==> src/rtl/mem_arbiter.sv <==
// Two-port (instruction/data) arbiter onto one pipelined in-order memory, with a tag FIFO
// routing read responses back to their issuer. Define ARB_RR_EN for round-robin arbitration.
module mem_arbiter #(
    parameter int unsigned MAX_OUTSTANDING = 4,
    parameter int unsigned CNT_W           = 3
) (
    input  logic             i_clk,
    input  logic             i_rst_n,

    output logic             o_imem_ready,
    input  logic [31:0]      i_imem_raddr,
    input  logic             i_imem_ren,
    output logic             o_imem_valid,
    output logic [31:0]      o_imem_rdata,

    output logic             o_dmem_ready,
    input  logic [31:0]      i_dmem_addr,
    input  logic             i_dmem_ren,
    input  logic             i_dmem_wen,
    input  logic [31:0]      i_dmem_wdata,
    input  logic [3:0]       i_dmem_mask,
    output logic             o_dmem_valid,
    output logic [31:0]      o_dmem_rdata,

    input  logic             i_mem_ready,
    output logic [31:0]      o_mem_addr,
    output logic             o_mem_ren,
    output logic             o_mem_wen,
    output logic [31:0]      o_mem_wdata,
    output logic [3:0]       o_mem_mask,
    input  logic             i_mem_valid,
    input  logic [31:0]      i_mem_rdata,

    output logic [CNT_W-1:0] o_outstanding,
    output logic             o_err
);

    localparam int unsigned PTR_W = (MAX_OUTSTANDING > 1) ? $clog2(MAX_OUTSTANDING) : 1;
    localparam logic        TAG_IMEM = 1'b0;
    localparam logic        TAG_DMEM = 1'b1;

    logic             tag_q [MAX_OUTSTANDING];
    logic [PTR_W-1:0] wr_ptr_q;
    logic [PTR_W-1:0] rd_ptr_q;
    logic [CNT_W-1:0] count_q;
    logic             err_q;

    logic full;
    logic empty;
    logic imem_elig;
    logic dmem_elig;
    logic gnt_imem;
    logic gnt_dmem;
    logic push;
    logic pop;
    logic head;

    function automatic logic [PTR_W-1:0] ptr_inc(input logic [PTR_W-1:0] p);
        return (p == PTR_W'(MAX_OUTSTANDING - 1)) ? '0 : p + PTR_W'(1);
    endfunction

    assign full  = (count_q == CNT_W'(MAX_OUTSTANDING));
    assign empty = (count_q == '0);

    // Gating with i_rst_n keeps every grant, and therefore every ready/enable, low in reset.
    // A full FIFO blocks reads even when a pop lands in the same cycle.
    assign imem_elig = i_rst_n & i_imem_ren & ~full;
    assign dmem_elig = i_rst_n & ((i_dmem_ren & ~full) | i_dmem_wen);

`ifdef ARB_RR_EN
    logic prio_dmem_q;

    always_comb begin
        gnt_dmem = dmem_elig & (~imem_elig | prio_dmem_q);
        gnt_imem = imem_elig & ~gnt_dmem;
    end

    // Priority flips to the other port only when a request is actually accepted.
    always_ff @(posedge i_clk or negedge i_rst_n) begin
        if (!i_rst_n) begin
            prio_dmem_q <= 1'b1;
        end else if ((gnt_imem | gnt_dmem) && i_mem_ready) begin
            prio_dmem_q <= gnt_imem;
        end
    end
`else
    always_comb begin
        gnt_dmem = dmem_elig;
        gnt_imem = imem_elig & ~dmem_elig;
    end
`endif

    always_comb begin
        o_mem_addr   = gnt_dmem ? i_dmem_addr : i_imem_raddr;
        o_mem_wdata  = gnt_dmem ? i_dmem_wdata : '0;
        o_mem_mask   = gnt_dmem ? i_dmem_mask : 4'b1111;
        o_mem_ren    = gnt_imem | (gnt_dmem & i_dmem_ren);
        o_mem_wen    = gnt_dmem & i_dmem_wen;
        o_imem_ready = gnt_imem & i_mem_ready;
        o_dmem_ready = gnt_dmem & i_mem_ready;
    end

    assign push = o_mem_ren & i_mem_ready;
    assign pop  = i_mem_valid & ~empty;
    assign head = tag_q[rd_ptr_q];

    // A response with no tag outstanding is dropped here and only flagged through o_err.
    always_comb begin
        o_imem_valid  = pop & (head == TAG_IMEM);
        o_dmem_valid  = pop & (head == TAG_DMEM);
        o_imem_rdata  = i_mem_rdata;
        o_dmem_rdata  = i_mem_rdata;
        o_outstanding = count_q;
        o_err         = err_q;
    end

    always_ff @(posedge i_clk or negedge i_rst_n) begin
        if (!i_rst_n) begin
            for (int i = 0; i < int'(MAX_OUTSTANDING); i++) begin
                tag_q[i] <= TAG_IMEM;
            end
            wr_ptr_q <= '0;
            rd_ptr_q <= '0;
            count_q  <= '0;
            err_q    <= 1'b0;
        end else begin
            if (push) begin
                tag_q[wr_ptr_q] <= gnt_dmem ? TAG_DMEM : TAG_IMEM;
                wr_ptr_q        <= ptr_inc(wr_ptr_q);
            end
            if (pop) begin
                rd_ptr_q <= ptr_inc(rd_ptr_q);
            end
            if (push && !pop) begin
                count_q <= count_q + CNT_W'(1);
            end else if (pop && !push) begin
                count_q <= count_q - CNT_W'(1);
            end
            if (i_mem_valid && empty) begin
                err_q <= 1'b1;
            end
        end
    end

endmodule

==> config.mk <==
export PLATFORM = sky130hd
export DESIGN_NAME = mem_arbiter
export DESIGN_NICKNAME = d
export VERILOG_FILES = /design/src/rtl/mem_arbiter.sv
export SDC_FILE = /design/constraint.sdc
export NUM_CORES = 1
export LEC_CHECK = 0
export ABC_CLOCK_PERIOD_IN_PS = 6930
export CELL_PAD_IN_SITES_DETAIL_PLACEMENT = 0
export CELL_PAD_IN_SITES_GLOBAL_PLACEMENT = 1
export CORE_UTILIZATION = 17
export CTS_BUF_LIST = sky130_fd_sc_hd__clkbuf_4
export CTS_CLUSTER_DIAMETER = 80
export CTS_CLUSTER_SIZE = 40
export DETAILED_ROUTE_END_ITERATION = 7
export PLACE_DENSITY = 0.94
export SETUP_SLACK_MARGIN = 0.1
export SYNTH_ARGS = -nofsm -noshare
export SYNTH_HDL_FRONTEND = slang
export SYNTH_SLANG_ARGS = --single-unit
export TNS_END_PERCENT = 5
==> constraint.sdc <==
create_clock -name i_clk -period 6.93 [get_ports i_clk]
set_clock_uncertainty 0.1 [all_clocks]
set_input_delay 1.386 -clock i_clk [delete_from_list [all_inputs] [get_ports i_clk]]
set_output_delay 1.386 -clock i_clk [all_outputs]
set_load 0.1 [all_outputs]
==> key figures <==
Floorplan
  – Initial Util: 0.175
  – # rows: 39
  – Die Area: 12,300 um2
  – Die extent in x: 111 um
  – I/O pin cnt: between 200 and 300
  – Core ar.: around 12,000 um2
  – Die height: about 110 um

Setup path
  – CP max FO: 7
  – Worst EP required: roughly 5400 ps
  – CP Cell Sequence: clkdlybuf4s50_1 > nor2b_1 > o21ai_0 > nor2_1 > clkdlybuf4s50_1
  – CP max stage delay: roughly 1200 ps
  – Crit Reg-Reg Startpoint: o_outstanding[0]
  – Max stage delay cell, worst path: clkdlybuf4s50_1
  – Crit path arrival time: approximately 3800 ps
  – Crit path to: o_mem_ren
  – Worst r2r path cells: 7
  – Cell mode on critical path: clkdlybuf4s50_1
  – Crit-path leading delay family: buffers and inverters
  – Setup Crit Path Kind: in2out
  – RR Endpoint: o_outstanding[2]
  – Worst setup SP type: input pin
  – R2r setup slk: approximately 4400 ps
  – Worst path depth: 5
  – Crit end category: output port
  – Setup crit start: i_imem_ren
  – Crit path buf inv count: 2

Routing
  – Drt wl/cell: roughly 17 um
  – Vias per cell: 3.94
  – Initial DRC Count: 70
  – Antenna Nets Post-Route: 0
  – Drc violations: 40
  – Total vias in the final route: approximately 1,800
  – Detailed Route WL: roughly 7.8 mm
  – Pre-Repair DR Iteration Count: 6

STA
  – Final period utilization: 0.764
  – Tmin final: ~5300 ps
  – Setup TNS: 0 ps
  – Max-slew violation count: 0
  – Worst slew margin: 0.296
  – Fmax: approximately 190 MHz
  – Final Hold Viols: 0
  – Worst Tran Pin Value: roughly 1100 ps
  – Final setup vio count: 0
  – RSZ-0062 raised after global routing: no

Synthesis
  – Syn nets: between 300 and 400
  – Post-synthesis register bit count: 12
  – Synth unique cells: 29
  – Share of synthesized flip-flops with an asynchronous set or reset: 1.00
  – Mapped Avg Cell Area: 9.76 um2
  – Cell area after synthesis: approximately 2000 um2
  – Yosys top cell area share: 0.238
  – Post-synthesis cell count: 207
  – Post-synthesis sequential area ratio: 0.149
  – Ys flop type: dfrtp_1
  – Largest cells by area after synthesis: buf_4 24%, mux2_4 23%, dfrtp_1 15%, and2_1 11%, mux2_2 5.0%
  – Post-synth EDFFs: 0
  – Post-synth top area cell: buf_4
  – YS warnings: 0

CTS
  – Post-CTS Hold Fix Bufs: 0
  – Worst-path clk slew: 70 ps
  – Clk sinks: 12
  – Worst-skew pair later-pin latency: approximately 270 ps
  – Post-CTS Setup Bufs: 0
  – Resized cells post-CTS: 0
  – CTS tree: done
  – TritonCTS buffer count: 3
  – CTS Root Cell: clkbuf_4
  – # H-tree levels: 1
  – Clk buf depth: 2

Placement
  – Port Buf Inserts: approximately 180
  – Post-DP Area: 3340 um2
  – GPL Wtd Cong: roughly 0.7
  – Dpl hpwl: 6.57 mm

Global routing
  – All-Layer GR Usage: 0.120
  – Largest net degree at the start of global routing: 38
  – Initial antenna violation count: 0
  – Global-route wire length before repair: 11.5 mm
  – Vias in the first global route: ~2,000
  – Overflow left after global routing: 0

Cells and area
  – Most common cell after layout, fill and taps aside: clkdlybuf4s50_1
  – Layout Nets: roughly 470
  – Fillers: 1,239
  – Commonest non-fill, non-tap cells in the layout: 115 x clkdlybuf4s50_1, 72 x buf_4, 34 x and2_1
  – Share of cells above drive strength 1: 0.367
  – Antenna cells: 0
  – Area grow syn2layout: 66.6%
  – Final instance area: roughly 3400 um2

Hold path
  – Worst hold stages: 1
  – Worst min path class: reg2reg

Outcome
  – Run status: complete, but fails checks
  – Failing checks: DRC

Power
  – Power Dens Cells: 304 nW/um2
  – Max VDD drop: around 0.26 mV
  – Leakage: approximately 0.0015 uW

Run
  – Max-cap violations: 0
[per-layer routing]
metal  global-route usage  vias up  share of wire  wire length, um
li1                     -      853              -                -
met1                0.136      829           0.39             3050
met2                0.183      155           0.43             3340
met3               0.0913        2           0.18             1420
met4              0.00541        0        0.00051                4
met5               0.0333        -              0                0
[report_power, final]
| part | leakage (uW) | total (uW) | switching [uW] | internal [uW] |
|---|---|---|---|---|
| Sequential | 0.000142 | 144 | 39.9 | 104 |
| Clock | 0.0000154 | 43.1 | 22.2 | 20.8 |
| Combinational | 0.00137 | 836 | 581 | 255 |
[cells in the mapped netlist, types with 2 or more instances]
library cell  count
nand2b_1          4
buf_4            64
clkbuf_2          4
a21o_1            2
nor2_1            4
and2_1           34
and3_1            4
nor3_1            2
mux2_4           31
nor2b_1           2
o211ai_1          4
ha_1              6
buf_6             5
xor2_1            2
dfrtp_1          12
inv_1             5
mux2_2            9
nand2_1           2
[per-stage QoR]
step | hold slack, ps | util | total power, uW | std cells | worst slack [ps]
6_report | 399 | 0.292 | 1020 | 467 | 1640
5_1_grt | 417 | 0.292 | 1070 | 467 | 1520
4_1_cts | 409 | 0.292 | 1030 | 467 | 1620
3_5_place_dp | 387 | 0.290 | 988 | 463 | 1620
3_3_place_gp | 370 | 0.290 | 973 | 463 | 1680
2_1_floorplan | 374 | - | 951 | 207 | 531
[layout make-up]
class / instances / area (um2) / share of cell area
Inverter: 5 / 18.8 / 0.00557
Multi-Input combinational cell: 116 / 1150 / 0.342
Tap cell: 143 / 179 / 0.0531
Timing Repair Buffer: 187 / 1690 / 0.502
Clock buffer: 3 / 22.5 / 0.00669
Clock inverter: 1 / 3.75 / 0.00111
Sequential cell: 12 / 300 / 0.0892
[how the worst min path moves through the flow]
stage | from | slack [ps] | end
after global placement | o_err | 370 | o_err
final | o_err | 400 | o_err
after global routing | o_err | 420 | o_err
after floorplan | tag_q[1] | 370 | tag_q[1]
after detailed placement | o_err | 390 | o_err
after CTS | o_err | 410 | o_err
[kinds of logic (layout without fill, tap and decap cells)]
group	count (synthesis)	count (layout)	synth area share
xor+xnor	3	3	0.0130
fa+ha+maj	7	7	0.0471
mux	41	41	0.292
flops	12	12	0.149
buf+inv	79	196	0.287
simple gates	55	55	0.167
compound gates	10	10	0.0452
[flip-flops by register name, summed over array words and instances, names as in the netlist]
register	cells
rd_ptr_q	2
o_err	1
o_outstanding	3
wr_ptr_q	2
tag_q	4
[worst reg2reg max path: cells and delay by family (launching register included)]
kind / cells / cell delay, ps
simple gates: 1 / 110
flops: 1 / 490
buf+inv: 1 / 60
compound gates: 1 / 690
xor+xnor: 2 / 290
fa+ha+maj: 2 / 680
Power figures use the tool's default switching activity.
